--- src/rtl/imm_controller.sv ---
// imm_controller: decode-stage immediate formatter for the RV32I core.
// Assembles a 20-bit immediate from the raw instruction fields according to
// the instruction format selected by the opcode (U/J/I/B/S). The immediate is
// available combinationally and is also registered, together with a format
// tag, for the next pipeline stage.
//
// Build option:
//   IMM_SIGN_EXT_EN - when defined, the I, B and S forms fill imm[19:12] with
//                     copies of the field MSB instead of zeros. U and J forms
//                     are unaffected. Default (undefined) is zero fill.
//
// The implicit zero LSB of J and B offsets is not produced here; the consumer
// appends it. funct3/funct7 are carried for interface completeness only and
// never influence the result (shift-immediates pass the full immB field).

module imm_controller (
  input  logic        Clock,
  input  logic        Reset_n,
  input  logic [6:0]  Opcode,
  input  logic [2:0]  funct3,
  input  logic [6:0]  funct7,
  input  logic [19:0] immA,
  input  logic [11:0] immB,
  input  logic [6:0]  immC,
  input  logic [4:0]  immD,
  output logic [19:0] imm,
  output logic [19:0] ImmQ,
  output logic [2:0]  ImmKindQ
);

  // RV32I major opcodes (inst[6:0]).
  localparam logic [6:0] OPC_LUI       = 7'b0110111;
  localparam logic [6:0] OPC_AUIPC     = 7'b0010111;
  localparam logic [6:0] OPC_JAL       = 7'b1101111;
  localparam logic [6:0] OPC_JALR      = 7'b1100111;
  localparam logic [6:0] OPC_BRANCH    = 7'b1100011;
  localparam logic [6:0] OPC_LOAD      = 7'b0000011;
  localparam logic [6:0] OPC_STORE     = 7'b0100011;
  localparam logic [6:0] OPC_ARI_ITYPE = 7'b0010011;
  localparam logic [6:0] OPC_ARI_RTYPE = 7'b0110011;

  // Format tag carried alongside the registered immediate.
  typedef enum logic [2:0] {
    KIND_NONE = 3'd0,
    KIND_U    = 3'd1,
    KIND_J    = 3'd2,
    KIND_I    = 3'd3,
    KIND_B    = 3'd4,
    KIND_S    = 3'd5
  } imm_kind_t;

  imm_kind_t   kind;
  logic [7:0]  fill_i;
  logic [7:0]  fill_bs;
  logic [19:0] imm_u;
  logic [19:0] imm_j;
  logic [19:0] imm_i;
  logic [19:0] imm_b;
  logic [19:0] imm_s;

  // Reserved decode inputs are reduced into a sink so they remain visibly
  // unused without affecting any result.
  logic unused_reserved;
  assign unused_reserved = ^{funct3, funct7};

`ifdef IMM_SIGN_EXT_EN
  // Upper bits replicate the field MSB: immB[11] for I, immC[6] for B and S.
  assign fill_i  = {8{immB[11]}};
  assign fill_bs = {8{immC[6]}};
`else
  // Upper bits are zero for I, B and S forms.
  assign fill_i  = 8'h00;
  assign fill_bs = 8'h00;
`endif

  // Per-format field assembly; the opcode decode below only selects.
  assign imm_u = immA;
  assign imm_j = {immA[19], immA[7:0], immA[8], immA[18:9]};
  assign imm_i = {fill_i, immB};
  assign imm_b = {fill_bs, immC[6], immD[0], immC[5:0], immD[4:1]};
  assign imm_s = {fill_bs, immC, immD};

  // Opcode decode: select the formatted immediate and its format tag.
  // Unrecognised or unknown opcodes fall to the default of zero / no format.
  always_comb begin
    imm  = 20'h00000;
    kind = KIND_NONE;
    case (Opcode)
      OPC_LUI, OPC_AUIPC: begin
        imm  = imm_u;
        kind = KIND_U;
      end
      OPC_JAL: begin
        imm  = imm_j;
        kind = KIND_J;
      end
      OPC_JALR, OPC_LOAD, OPC_ARI_ITYPE: begin
        imm  = imm_i;
        kind = KIND_I;
      end
      OPC_BRANCH: begin
        imm  = imm_b;
        kind = KIND_B;
      end
      OPC_STORE: begin
        imm  = imm_s;
        kind = KIND_S;
      end
      OPC_ARI_RTYPE: begin
        imm  = 20'h00000;
        kind = KIND_NONE;
      end
      default: begin
        imm  = 20'h00000;
        kind = KIND_NONE;
      end
    endcase
  end

  // Next-stage copy: capture immediate and tag every rising edge; an
  // asserted reset clears both at once and discards any in-flight value.
  always_ff @(posedge Clock or negedge Reset_n) begin
    if (!Reset_n) begin
      ImmQ     <= 20'h00000;
      ImmKindQ <= 3'd0;
    end else begin
      ImmQ     <= imm;
      ImmKindQ <= kind;
    end
  end

endmodule

--- config.mk ---
export PLATFORM = sky130hd
export DESIGN_NAME = imm_controller
export DESIGN_NICKNAME = d
export VERILOG_FILES = /design/src/rtl/imm_controller.sv
export SDC_FILE = /design/constraint.sdc
export NUM_CORES = 1
export LEC_CHECK = 0
export CAP_MARGIN = 20
export CORE_MARGIN = 2
export CORE_UTILIZATION = 34
export DETAILED_ROUTE_END_ITERATION = 10
export GPL_ROUTABILITY_DRIVEN = 0
export PLACE_DENSITY = 0.85
export SYNTH_ARGS = -nofsm -noshare
export SYNTH_HDL_FRONTEND = slang
export SYNTH_SLANG_ARGS = --single-unit
--- constraint.sdc ---
create_clock -name Clock -period 1.43 [get_ports Clock]
set_input_delay 0.143 -clock Clock [delete_from_list [all_inputs] [get_ports Clock]]
set_output_delay 0.143 -clock Clock [all_outputs]
set_load 0.05 [all_outputs]
==> summary.txt, run 1 <==
Status
  • Status: finished, violations left
  • Failing checks: setup timing

Worst hold path
  • Worst Hold Class: in -> async

Pwr
  • Final Power: 1722 uW
  • Power Dens Cells: 514.4 nW/um^2
  • Peak supply drop: 0.0003442 V
  • Leak Pwr: 0.001512 uW

Timing
  • RSZ-0062 raised after global routing: true
  • Post-layout minimum cycle time: 1493 ps
  • Final worst slack: -62.82 ps
  • Tcrit/Tclk final: 1.044
  • Fmax: 0.6699 GHz
  • Pins over their slew limit: 0
  • Fin. Hold Viols: 0
  • Slew HR: 0.7880
  • # setup viols final: 4
  • Sum of negative setup slack: -123.0 ps
  • Slew of the pin with the lowest slew margin: 309.2 ps

Finish
  • Area grow syn2layout: 133.5%
  • Multi-input gate area in the final layout: 1179 um^2
  • Commonest non-fill, non-tap cell in the layout: buf_4
  • Layout Nets: 320
  • Highest-count cells in the layout ignoring fill and taps: 40 x buf_4, 37 x clkdlybuf4s50_1, 23 x dfrtp_1, 23 x buf_12, 18 x nand3_1
  • Register area: 575.6 um^2
  • Fill count: 204
  • Share of cells above drive strength 1: 0.5859
  • Ant diodes: 0

Route
  • Drt initial violations: 113
  • DRT antenna net count: 0
  • Drt via density: 5.935
  • Final wirelength: 7143 um
  • First-pass DRT Iterations: 4
  • Vias: 1816
  • Average wire per standard cell: 23.34 um
  • DR DRC count: 0

Clocking
  • Clock slew at reported path FFs: 90 ps
  • Root Buffer: clkbuf_8
  • CTS tree: built
  • Clk sink count: 23
  • Maximum root-to-sink buffer count: 2
  • TritonCTS Buffers: 3
  • H-tree depth: 1
  • Cts hold-fix bufs: 0

Worst setup path
  • Crit path max fanout: 5
  • Worst Path Required: 1290 ps
  • Worst setup EP type: output pin
  • CP arrival: 1350 ps
  • Startpoint types: input pin
  • Kind of critical path: in -> out

Synth
  • Mapped Cells: 133
  • Post-synth cell types: 26
  • Cell Area, Synth: 1434 um^2
  • Mapped Nets: 196
  • Post-synthesis register bit count: 23
  • Syn Area/Cell: 10.78 um^2
  • Synthesis Warnings: 0
  • Register area share after synthesis: 0.4014

Job
  • Max-cap viol count: 0

Place
  • DP HPWL: 4264 um
  • IO Port Bufs: 95

Floorplanning
  • Initial Util: 0.3559
  • Die Area: 4753 um^2
  • Core ar.: 4029 um^2
  • Cell row count: 23
  • Die W: 68.94 um
  • Vert. Die Dim: 68.94 um
  • Ports: 106

Global routing
  • Antenna violations before repair: 0
  • Vias in the first global route: 1817
  • GR Overflow Total: 0
  • Tot GR Track Use: 0.2764
  • First-pass GRT wire length: 9466 um
  • Pin count of the biggest net entering global routing: 24
## cells in the mapped netlist
master     count  share of area
o211ai_1       1         0.0052
nor3b_2        1         0.0087
buf_6          1         0.0079
buf_4          1         0.0052
o21ai_0        1         0.0035
nand3_1       37           0.13
o21a_1         2          0.010
and4b_1        1         0.0070
a22o_1         7          0.043
nor2_2         1         0.0044
mux2_2        11          0.086
dfrtp_1       23           0.40
o2111ai_2     10           0.10
nand4b_1       2          0.012
buf_2          8          0.028
nor2b_1        1         0.0044
o2111ai_1      1         0.0061
nor3_2         1         0.0070
clkbuf_2       1         0.0035
nor3_1         2         0.0070
clkbuf_1       2         0.0052
and2_1         2         0.0087
o21ai_1        1         0.0035
inv_1          1         0.0026
and3b_1        3          0.018
mux2i_1       11          0.077
## cells by family after synthesis
| group | count (synthesis) | synth area share |
|---|---|---|
| flops | 23 | 0.4014 |
| simple gates | 51 | 0.2068 |
| mux | 22 | 0.1632 |
| compound gates | 23 | 0.1763 |
| buf+inv | 14 | 0.05235 |
## state kept, by name, summed over array words and instances, names as in the netlist
register	flops
ImmKindQ	3
ImmQ	20
## metal layers
layer,global-route usage,routed length (um),up-vias
met5,0,0,-
met4,0.1691,334,0
met3,0.05195,555,36
met2,0.5000,3652,109
met1,0.2945,2601,908
li1,-,-,763
## worst max path at each step
stage                     startpoint      end  slack (ps)  depth (start not counted)
final                      Opcode[4]  imm[11]         -60                          7
after global routing       Opcode[4]  imm[11]        -130                          7
after CTS                  Opcode[6]  imm[11]           1                          6
after detailed placement   Opcode[6]  imm[16]        -560                          6
after global placement     Opcode[6]  imm[13]        -520                          6
after floorplan            Opcode[6]  ImmQ[5]         -80                          5
## layout make-up
| class | instances | area share |
|---|---|---|
| clock buffer | 4 | 0.01345 |
| sequential | 23 | 0.1719 |
| tap | 50 | 0.01868 |
| inverter | 1 | 0.001121 |
| multi-input combinational | 97 | 0.3520 |
| timing repair buffer | 131 | 0.4428 |
## power by group
group	internal [uW]	leakage, uW	switching, uW
Combinational	322	0.00117	308
Clock	199	0.0000228	228
Sequential	661	0.000319	4.27
## timing repair
action                                  in CTS  in global routing
pin swaps                                   13                  6
resized for setup                           64                 46
endpoints found under the setup margin      29                 20
gates cloned                                 3                  1
setup buffers                                4                  2
## worst max-delay path, cell delays in order
cell	delay (ps)
buf_6	90
buf_6	110
nand4b_1	240
buf_4	210
nor3_4	140
nand4b_1	240
buf_12	170
## through the flow
stage | worst slack, ps | std cells | util | hold slack [ps] | area [um^2]
2_1_floorplan | -76.26 | 133 | - | -152.6 | 1514
6_report | -62.82 | 306 | 0.8311 | 240.9 | 3348
4_1_cts | 1.493 | 303 | 0.7807 | 264.1 | 3146
3_3_place_gp | -524.5 | 292 | 0.6991 | 518.0 | 2816
5_1_grt | -131.5 | 306 | 0.8311 | 276.1 | 3348
3_5_place_dp | -557.7 | 292 | 0.6991 | 538.5 | 2816
No activity file was read; power rests on OpenSTA's default activity.
==> inputs of run 2 (changes only) <==
--- a/config.mk
+++ b/config.mk
@@ -8,6 +8,7 @@
 export CAP_MARGIN = 20
 export CORE_MARGIN = 2
 export CORE_UTILIZATION = 34
+export CTS_CLUSTER_DIAMETER = 120
 export DETAILED_ROUTE_END_ITERATION = 10
 export GPL_ROUTABILITY_DRIVEN = 0
 export PLACE_DENSITY = 0.85
==> results of run 2 <==
Same layout as run 1: the final DEF is identical, and so are final timing and power.
==> inputs of run 3 (changes only) <==
--- a/config.mk
+++ b/config.mk
@@ -11,7 +11,7 @@
 export CTS_CLUSTER_DIAMETER = 120
 export DETAILED_ROUTE_END_ITERATION = 10
 export GPL_ROUTABILITY_DRIVEN = 0
-export PLACE_DENSITY = 0.85
+export PLACE_DENSITY_LB_ADDON = 0.1
 export SYNTH_ARGS = -nofsm -noshare
 export SYNTH_HDL_FRONTEND = slang
 export SYNTH_SLANG_ARGS = --single-unit
==> summary.txt, run 3 (synthesis gave the netlist of run 1 again) <==
Route
  • Vias: 1772 (-2.4%)
  • Final wirelength: 6590 um (-7.7%)
  • DRT antenna net count: 0 (unchanged)
  • DR DRC count: 0 (unchanged)
  • First-pass DRT Iterations: 4 (unchanged)
  • Drt initial violations: 119 (+5.3%)
  • Average wire per standard cell: 20.99 um (-10%)
  • Drt via density: 5.643 (-4.9%)

Place
  • DP Area: 2831 um^2 (+0.53%)
  • DP Worst Slack: -455.9 ps (+101.8 ps)
  • DP HPWL: 4119 um (-3.4%)
  • IO Port Bufs: 95 (unchanged)

Status
  • Failing checks: setup timing
  • Status: finished, violations left

Clocking
  • CTS tree: built
  • H-tree depth: 1 (unchanged)
  • Clk sink count: 23 (unchanged)
  • Clock slew at reported path FFs: 90 ps (about the same)
  • TritonCTS Buffers: 3 (unchanged)
  • Root Buffer: clkbuf_8
  • Maximum root-to-sink buffer count: 2 (unchanged)

Timing
  • Slew of the pin with the lowest slew margin: 364.9 ps (+55.70 ps)
  • Tcrit/Tclk final: 1.032 (-0.01164)
  • # setup viols final: 10 (+6)
  • Fin. Hold Viols: 0 (unchanged)
  • Slew HR: 0.7498 (-0.03819)
  • RSZ-0062 raised after global routing: true
  • Post-layout minimum cycle time: 1476 ps (-16.65 ps)
  • Fmax: 0.6774 GHz (+1.1%)
  • Pins over their slew limit: 0 (unchanged)
  • Final worst slack: -46.18 ps (+16.65 ps)

Job
  • Max-cap viol count: 0 (unchanged)

Finish
  • Highest-count cells in the layout ignoring fill and taps: 47 x buf_4, 45 x clkdlybuf4s50_1, 24 x buf_12, 23 x dfrtp_1, 18 x nand3_1
  • Area grow syn2layout: 137.9%
  • Number of flip-flops under the largest register name: 20 (unchanged)
  • Cell area after layout: 3411 um^2 (+1.9%)
  • Layout Nets: 328 (+2.5%)
  • Share of cells above drive strength 1: 0.5909 (+0.004972)
  • Reg with most FFs: ImmQ
  • Ant diodes: 0 (unchanged)
  • Top Registers: ImmQ (20), ImmKindQ (3)
  • Commonest non-fill, non-tap cell in the layout: buf_4
  • Fill count: 202 (-0.98%)

Global routing
  • First-pass GRT wire length: 9798 um (+3.5%)
  • GR Overflow Total: 0 (unchanged)
  • Vias in the first global route: 1832 (+0.83%)
  • Tot GR Track Use: 0.2869 (+0.01045)
  • Pin count of the biggest net entering global routing: 24 (unchanged)
  • Antenna violations before repair: 0 (unchanged)

Worst setup path
  • Kind of critical path: in -> out
  • Startpoint types: input pin
  • Worst Path Required: 1290 ps (about the same)
  • Worst setup EP type: output pin
  • CP arrival: 1330 ps (-20 ps)
  • Crit path max fanout: 6 (+1)

Floorplanning
  • Ports: 106 (unchanged)
  • Cell row count: 23 (unchanged)
  • Initial Util: 0.3559 (unchanged)
  • Core ar.: 4029 um^2 (unchanged)
  • Die Area: 4753 um^2 (unchanged)
  • Die W: 68.94 um (unchanged)
  • Vert. Die Dim: 68.94 um (unchanged)

Pwr
  • Peak supply drop: 0.0002916 V (-15%)
  • Leak Pwr: 0.001462 uW (-3.3%)
  • Power Dens Cells: 506.4 nW/um^2 (-1.6%)

Worst hold path
  • Worst Hold Class: in -> async
## run 3: final cells by class
class | count | area, um^2 | share of cell area
clock buffer | 4 | 45.04 | 0.01321
inverter | 1 | 3.754 | 0.001101
multi-input combinational | 96 | 1167 | 0.3423
sequential | 23 | 575.6 | 0.1687
tap | 50 | 62.56 | 0.01834
timing repair buffer | 140 | 1556 | 0.4563
## run 3: what timing repair did
| item | 4_1_cts | 5_1_grt |
|---|---|---|
| gates resized for setup | 94 | 4 |
| pin swaps | 13 | 4 |
| buffers inserted | 11 | 3 |
| setup endpoints to repair | 20 | 13 |
| hold buffers | 0 | 0 |
| cloned | 3 | 0 |
## run 3: per-stage QoR
step / cells / TNS (ps) / utilization / total power [uW] / hold WS [ps]
after CTS: 311 / -151.7 / 0.8357 / 1706 / 231.5
after global placement: 294 / -11670 / 0.7028 / 1186 / 518.3
after global routing: 314 / -930.1 / 0.8466 / 1787 / 247.3
final: 314 / -284.5 / 0.8466 / 1727 / 230.7
after floorplan: 133 / -735.7 / - / 885.5 / -152.6
after detailed placement: 294 / -12980 / 0.7028 / 1194 / 524.3
## run 3: how the worst max path moves through the flow
stage              start  endpoint  depth (start not counted)
6_report       Opcode[2]    imm[3]                          8
3_5_place_dp   Opcode[2]   imm[12]                          6
4_1_cts        Opcode[2]    imm[3]                          8
2_1_floorplan  Opcode[6]   ImmQ[5]                          5
3_3_place_gp   Opcode[4]   imm[15]                          6
5_1_grt        Opcode[2]    imm[3]                          8
## run 3: layer usage
metal,up-vias,part of all wire,track usage
met5,-,0,0
met4,0,0.014,0.1152
met2,101,0.56,0.5481
met3,12,0.077,0.05032
li1,784,-,-
met1,875,0.35,0.3083
## run 3: where the power goes
| part | switching, uW | leakage, uW | internal (uW) |
|---|---|---|---|
| sequential | 3.59 | 0.000319 | 661 |
| clock | 222 | 0.0000228 | 199 |
| combinational | 308 | 0.00112 | 333 |
## run 3: critical path: stages
cell       delay [ps]
buf_6              90
buf_6             110
buf_6             110
nor3b_4           270
buf_6             220
nand3_4           100
o2111ai_4         100
buf_12            170
